<file path="config.mk">
export PLATFORM = sky130hd
export DESIGN_NAME = hls_run_controller
export DESIGN_NICKNAME = d
export VERILOG_FILES = /design/src/rtl/hls_run_controller_pkg.sv /design/src/rtl/hls_cycle_counter.sv /design/src/rtl/hls_run_controller.sv
export SDC_FILE = /design/constraint.sdc
export NUM_CORES = 1
export LEC_CHECK = 0
export CAP_MARGIN = 20
export CORE_MARGIN = 2
export CORE_UTILIZATION = 54
export CTS_CLUSTER_SIZE = 12
export DETAILED_ROUTE_END_ITERATION = 8
export GPL_ROUTABILITY_DRIVEN = 0
export GPL_TIMING_DRIVEN = 0
export PLACE_DENSITY = 0.77
export SYNTH_ARGS = -nofsm -noshare
export SYNTH_HDL_FRONTEND = slang
export SYNTH_HIERARCHICAL = 1
export SYNTH_SLANG_ARGS = --single-unit
</file>
<file path="constraint.sdc">
create_clock -name clock -period 4.3 [get_ports clock]
set_clock_uncertainty 0.1 [all_clocks]
set_input_delay 0.86 -clock clock [delete_from_list [all_inputs] [get_ports clock]]
set_output_delay 0.86 -clock clock [all_outputs]
set_load 0.05 [all_outputs]
</file>
<file path="src/rtl/hls_run_controller_pkg.sv">
// Shared types and constants for the HLS run controller: FSM states,
// result status encodings and default field widths.
package hls_run_controller_pkg;

   localparam int CNT_W_DEF = 32;
   localparam int RUN_W_DEF = 16;

   typedef enum logic [2:0] {
      IDLE,
      RST,
      START,
      WAIT,
      REPORT
   } state_t;

   typedef enum logic [1:0] {
      STATUS_OK      = 2'b00,
      STATUS_TIMEOUT = 2'b01
   } status_t;

endpackage

</file>
<file path="src/rtl/hls_cycle_counter.sv">
// Run-length counter: loads to 1, increments while enabled, saturates at
// all-ones, and flags equality against a compare value.
module hls_cycle_counter #(
   parameter int W = 32
) (
   input  logic         clock,
   input  logic         reset,
   input  logic         load,
   input  logic         inc,
   input  logic [W-1:0] cmp_val,
   output logic [W-1:0] count,
   output logic         eq
);

   // NOTE: sequential state is written only with non-blocking assignments so
   // every register samples its inputs from before the edge.
   always_ff @(posedge clock or negedge reset) begin
      if (!reset) begin
         count <= '0;
      end else if (load) begin
         count <= W'(1);
      end else if (inc && (count != '1)) begin
         count <= count + W'(1);
      end
   end

   assign eq = (count == cmp_val);

endmodule

</file>
<file path="src/rtl/hls_run_controller.sv">
// Sequences a job of N accelerator runs: reset, start, measure the run
// length (with optional timeout) and hand each result to a consumer.
module hls_run_controller
   import hls_run_controller_pkg::*;
#(
   parameter int CNT_W      = CNT_W_DEF,
   parameter int RUN_W      = RUN_W_DEF,
   parameter int RST_CYCLES = 2
) (
   input  logic             clock,
   input  logic             reset,
   input  logic             cfg_valid,
   output logic             cfg_ready,
   input  logic [RUN_W-1:0] cfg_num_runs,
   input  logic [CNT_W-1:0] cfg_timeout,
   output logic             acc_reset,
   output logic             acc_start_port,
   input  logic             acc_done_port,
   output logic             res_valid,
   input  logic             res_ready,
   output logic [CNT_W-1:0] res_cycles,
   output logic [RUN_W-1:0] res_index,
   output logic [1:0]       res_status,
   output logic             busy,
   output logic             all_done
);

   localparam int RST_W = (RST_CYCLES > 1) ? $clog2(RST_CYCLES) : 1;

   state_t           state;
   state_t           state_nxt;
   logic [RUN_W-1:0] num_runs_q;
   logic [RUN_W-1:0] idx_q;
   logic [CNT_W-1:0] timeout_q;
   logic [RST_W-1:0] rst_cnt;
   logic [CNT_W-1:0] cycles_q;
   status_t          status_q;
   logic             all_done_q;
   logic [CNT_W-1:0] count;
   logic             cnt_eq;

   logic accept;
   logic rst_last;
   logic measuring;
   logic done_hit;
   logic tmo_hit;
   logic res_fire;
   logic more_runs;

   assign accept    = cfg_valid && (state == IDLE);
   assign rst_last  = (state == RST) && (rst_cnt == RST_W'(RST_CYCLES - 1));
   assign measuring = (state == START) || (state == WAIT);
   assign done_hit  = measuring && acc_done_port;
   // Done wins over a coincident timeout.
   assign tmo_hit   = measuring && !acc_done_port && (timeout_q != '0) && cnt_eq;
   assign res_fire  = (state == REPORT) && res_ready;
   assign more_runs = (({1'b0, idx_q} + (RUN_W + 1)'(1)) < {1'b0, num_runs_q});

   hls_cycle_counter #(
      .W (CNT_W)
   ) u_counter (
      .clock   (clock),
      .reset   (reset),
      .load    (rst_last),
      .inc     (measuring),
      .cmp_val (timeout_q),
      .count   (count),
      .eq      (cnt_eq)
   );

   // NOTE: every signal written here gets a default first, so no path can
   // leave one unassigned and infer a latch.
   always_comb begin
      state_nxt      = state;
      cfg_ready      = (state == IDLE);
      busy           = (state != IDLE);
      acc_reset      = 1'b1;
      acc_start_port = 1'b0;
      res_valid      = 1'b0;
      unique case (state)
         IDLE: begin
            acc_reset = 1'b0;
            if (accept && (cfg_num_runs != '0)) state_nxt = RST;
         end
         RST: begin
            acc_reset = 1'b0;
            if (rst_last) state_nxt = START;
         end
         START, WAIT: begin
            acc_start_port = (state == START);
            state_nxt      = (done_hit || tmo_hit) ? REPORT : WAIT;
         end
         REPORT: begin
            res_valid = 1'b1;
            if (res_fire) state_nxt = more_runs ? RST : IDLE;
         end
         default: state_nxt = IDLE;
      endcase
   end

   always_ff @(posedge clock or negedge reset) begin
      if (!reset) begin
         state      <= IDLE;
         num_runs_q <= '0;
         timeout_q  <= '0;
         idx_q      <= '0;
         rst_cnt    <= '0;
         all_done_q <= 1'b0;
      end else begin
         state      <= state_nxt;
         all_done_q <= 1'b0;
         if (state == RST && !rst_last) rst_cnt <= rst_cnt + RST_W'(1);
         else                           rst_cnt <= '0;
         if (accept) begin
            num_runs_q <= cfg_num_runs;
            timeout_q  <= cfg_timeout;
            if (cfg_num_runs == '0) all_done_q <= 1'b1;
            else                    idx_q      <= '0;
         end
         if (res_fire) begin
            if (more_runs) idx_q      <= idx_q + RUN_W'(1);
            else           all_done_q <= 1'b1;
         end
      end
   end

   always_ff @(posedge clock or negedge reset) begin
      if (!reset) begin
         cycles_q <= '0;
         status_q <= STATUS_OK;
      end else if (done_hit) begin
         cycles_q <= count;
         status_q <= STATUS_OK;
      end else if (tmo_hit) begin
         cycles_q <= timeout_q;
         status_q <= STATUS_TIMEOUT;
      end
   end

   assign res_cycles = cycles_q;
   assign res_index  = idx_q;
   assign res_status = status_q;
   assign all_done   = all_done_q;

endmodule

</file>
Word-level counts from Yosys, hierarchy flattened --
Cells that the tools add are included.
Cells by class: $add $sub $neg 4, $lt $le $gt $ge 1, equal/unequal tests 9, multiplexer cells 24, reductions and logical operators 24
Operators with widths (count):
- $mux 32 | 4
- $mux 16 | 4
- $add 32x1->32 const B | 1
- $eq 32x32->1 | 1
- $ne 32x32->1 const B | 1
- $reduce_bool 32->1 | 1
- $add 16x1->17 const B | 1
- $lt 17x16->1 | 1
- $add 16x1->16 const B | 1
- $logic_not 16->1 | 1
- $reduce_bool 16->1 | 1
- $mux 3 | 4
- $pmux 3 s4 | 1
- $logic_and 1x1->1 | 10
- $mux 1 | 9
- $eq 3x2->1 const B | 2
- $mux 2 | 2
- $ne 2x2->1 const B | 2
- $reduce_bool 2->1 | 2
- $reduce_or 2->1 | 2
- $eq 3x1->1 const B | 1
- $eq 3x3->1 const B | 1
- $logic_not 3->1 | 1
- $reduce_and 3->1 | 1
- 5 further kinds | 7
Word-level totals: register bits 135, input port bits 53, output and inout port bits 56

Longest topological paths before layout --
word-level depth 8, depth in mapped cells 15

By module --
Netlist, hierarchy kept.
Modules (own cells, without submodules):
- hls_run_controller | instances 1, cells each 452, area each 4895.9 µm², sequential area each 2552.4 µm²
- hls_cycle_counter | instances 1, cells each 229, area each 2083.2 µm², sequential area each 800.8 µm²

Least setup slack after synthesis --
No wires, ideal clock.
path kind register to register, from register idx_q[0] (netlist: res_index[0]), to register idx_q[1] (netlist: res_index[1]), setup time 0.126 ns, data arrival time 3.523 ns, path slack 0.551 ns, cell stages (with the launch flop) 16, path buffers 2, clock period less this slack 3.749 ns, path through dfrtp_1 ha_1 nand4_1 nor3_1 nand3_1 nor2_1 xor2_1 ha_1 a21o_1 a21oi_1 o21ai_0 or3_1 buf_6 nor3_4 buf_6 o21ai_0
On the way: cells in the longest elaborated chain, start to end 4, elaborated cells between the ends (all ways) 5
Ends and longest elaborated chain:
- from (decl) | RTL line hls_run_controller.sv:33 | logic [RUN_W-1:0] idx_q;
- from (signal assigned) | RTL line hls_run_controller.sv:121 | if (more_runs) idx_q <= idx_q + RUN_W'(1);
- $add 16x1->17 | RTL line hls_run_controller.sv:57 | assign more_runs = (({1'b0, idx_q} + (RUN_W + 1)'(1)) < {1'b0, num_runs_q});
- $lt 17x16->1 | RTL line hls_run_controller.sv:57
- $mux 16 (*) | RTL line hls_run_controller.sv:121
- $mux 16 (*) | RTL line hls_run_controller.sv:120 | if (res_fire) begin
Mark *: on every way between the ends. The rest lies on a longest branch, timed or not. A chain may end at the register's enable or synchronous reset.

Worst setup path in the final report --
Same ends and word-level chain as after synthesis.

==> impl_metrics.toml <==
[global_route]
grt.busiest_layer = "met2"
use_met2_pct = 44.9
grt_max_degree = 80
grtUsageMet1_pct = 36.0
grt_pass1_wl_mm = 30.9
antenna_found_initial = 0
gr-total-overflow = 0
met3_usage_pct = 8.33
grt_pass1_vias = 5996
grt_usage_pct = 28.1

[setup_path]
cp-end-kind = "flop"
crit_buf_inv = 2
cp_max_fo = 10
worst_ep_arrival_time_ns = 4.13
r2r_start = "res_index[0]$_DFF_PN0_"
critPathRequiredTime_ns = 4.50
crit_chain = "ha_1, nand4_1, nor3_2, nand3_1, nor2_1, xor2_1, ha_1, a21o_1, a21oi_1, o21ai_0, or3_1, buf_6, nor3_4, buf_6, o21ai_0"
cp_top_family = "simple AND/OR/NAND/NOR gates"
critPathKind = "reg2reg"
cp_slowest_stage_delay_ns = 0.44
slowest_stage = "dfrtp_1"
startpoint = "res_index[0]$_DFF_PN0_"
cp-start-kind = "flop"

[power_and_ir_drop]
powerDensity_mw_per_mm2 = 550
vdd_ir_drop_max_uv = 326
p_int_w = 0.00311
power_leakage_nw = 4.14
sw_frac_of_total_pct = 36.5
combPwrFrac_pct = 31.3
switchingPower_w = 0.00178
seq_power_share_pct = 38.6
clkPwrFrac_pct = 30.1
total_power_w = 0.00489

[sta]
timing.final.crit_share_pct = 91.5
relSlewSlack_pct = 42.4
rsz0062_at_grt = "false"
max_clock_freq_ghz = 0.254
period_minus_slack_ns = 3.94
setup_viol = 0
final_hold_viol_count = 0
tightest_slew_ns = 0.857
setup_tns_ns = 0
slew_viol_final = 0
hold_slack_ns = 0.284

[logic_synthesis]
synth_edf_count = 0
ys_types = 58
ys.flop_type = "dfrtp_1"
syn_area_per_cell_um2 = 10.2
netlist_area_mm2 = 0.00698
yosysWarningCount = 6
synth-seq-cells = 134
ys_seq_area_share_pct = 48.0
syn_inst = 681
syn-num-nets = 751
ys_async_sr_fraction_pct = 100

[die]
io_pins = 109
die_h_um = 118
die_area_mm2 = 0.0138
die_x_um = 118
rows = 41
start_util_pct = 55.3
core_area_mm2 = 0.0126

[min_path]
hold_path_class = "in2async"

[placement]
place_hpwl_mm = 13.6
io_buffers = 107

[clocking]
cts_buffer_depth = 2
clk_latency_ns = 0.42
clkTransAtPathRegs_ns = 0.06
cts-htree-levels = 4
cts_tree = "built"
root_buffer = "clkbuf_16"
cts_buffers = 17
cts_setup_buffers = 0
cts_resized = 0
ctsHoldBuffers = 0
clock_sinks = 134

[finish]
final_common_cell = "dfrtp_1"
nFillCells = 996
finalCoreUtilization_pct = 70.5
n_antenna_cell = 0
synthToLayoutAreaGrowth_pct = 27.4
mostFrequentLayoutCells = "dfrtp_1, clkdlybuf4s50_1, inv_1, nand2_1, xor2_1"
drive_gt1_share_pct = 12.4
fin_nets = 878

[drt]
drtPass1Iterations = 9
vias = 6002
route.detailed.drc = 0
wl_per_cell_um = 19.2
ant_nets = 0
drtIter0Drc = 811
routed_wirelength_mm = 19.0
viasPerCell = 6.04

[flow_run]
drv_cap = 0

[status]
status = "finished, final reports clean"
cell usage after synthesis (all sizes together) (2+ instances only):
library cell / count / area, um2
dfrtp: 134 / 3350
inv: 55 / 206
nand2: 51 / 194
xor2: 49 / 429
nor2: 40 / 158
o21ai: 39 / 195
mux2: 36 / 405
a222oi: 32 / 320
nand3: 28 / 140
a21oi: 25 / 125
nor4: 23 / 150
clkbuf: 20 / 75.1
or3: 20 / 130
ha: 17 / 213
nand4: 17 / 119
buf: 15 / 104
xnor2: 9 / 78.8
a221o: 7 / 78.8
and3: 7 / 43.8
nor3: 7 / 46.3
o211ai: 7 / 57.6
a21o: 5 / 38.8
and4: 4 / 35.0
o31ai: 4 / 43.8
or4: 4 / 30.0
and2: 3 / 18.8
nor2b: 3 / 18.8
nand2b: 2 / 12.5
o21a: 2 / 15.0
per-stage QoR:
| stage | std cells | worst slack (ns) | area (um2) |
|---|---|---|---|
| final | 993 | 0.365 | 8890 |
| after global routing | 993 | 0.000820 | 8890 |
| after CTS | 993 | 0.291 | 8890 |
| after detailed placement | 961 | 0.363 | 8290 |
| after global placement | 960 | -2.90 | 8270 |
| after floorplan | 681 | 0.551 | 6980 |
sequential cells by signal, indices dropped and copies added, names as in the netlist:
register and count:
num_runs_q 16, u_counter/count 32, rst_cnt 1, res_cycles 32
res_index 16, res_status 1, all_done 1, state 3
timeout_q 32
cell families (layout without fill, tap and decap cells):
| group | Yosys count | after routing | synth area share (%) |
|---|---|---|---|
| AO/OA/AOI/OAI | 131 | 131 | 13.9 |
| XOR/XNOR | 58 | 58 | 7.28 |
| adder cells (fa/ha/maj) | 17 | 17 | 3.05 |
| buffers and inverters | 90 | 230 | 5.52 |
| flip-flops | 134 | 134 | 48.0 |
| multiplexers | 37 | 37 | 5.95 |
| other | 1 | 1 | 0.0537 |
| AND/OR/NAND/NOR | 213 | 213 | 16.2 |
path summary, 6_finish.rpt:
check	end	slack, ns	cells past startpoint
min in group clock	rst_cnt$_DFF_PN0_	0.36	1
min reg2reg	rst_cnt$_DFF_PN0_	0.36	1
max in group asynchronous	u_counter/count[20]$_DFFE_PN0P_	3.04	2
max	res_index[1]$_DFF_PN0_	0.36	15
min	timeout_q[4]$_DFFE_PN0P_	0.28	1
max reg2reg	res_index[1]$_DFF_PN0_	0.36	15
layer usage:
metal / vias to the layer above / share of wire [%]
li1: 2734 / -
met1: 2932 / 42
met2: 287 / 48
met3: 49 / 7.0
met4: 0 / 2.9
met5: - / 0
power groups by stage:
stage | clock, W | sequential [W] | combinational, W
4_1_cts | 0.00148 | 0.00188 | 0.00153
3_5_place_dp | 0 | 0.00189 | 0.00151
6_report | 0.00147 | 0.00189 | 0.00153
2_1_floorplan | 0 | 0.00187 | 0.000958
3_3_place_gp | 0 | 0.00188 | 0.00145
5_1_grt | 0.00155 | 0.00192 | 0.00165
area by class of cell:
type / count / area [um2] / share of cell area [%]
multi-input combinational: 457 / 3250 / 36.5
inverter: 55 / 206 / 2.32
timing repair buffer: 108 / 1100 / 12.4
tap: 172 / 215 / 2.42
buffer: 35 / 179 / 2.01
sequential: 134 / 3350 / 37.7
clock inverter: 9 / 125 / 1.41
clock buffer: 23 / 468 / 5.26
Note: power is estimated with default switching activity, not from simulation.
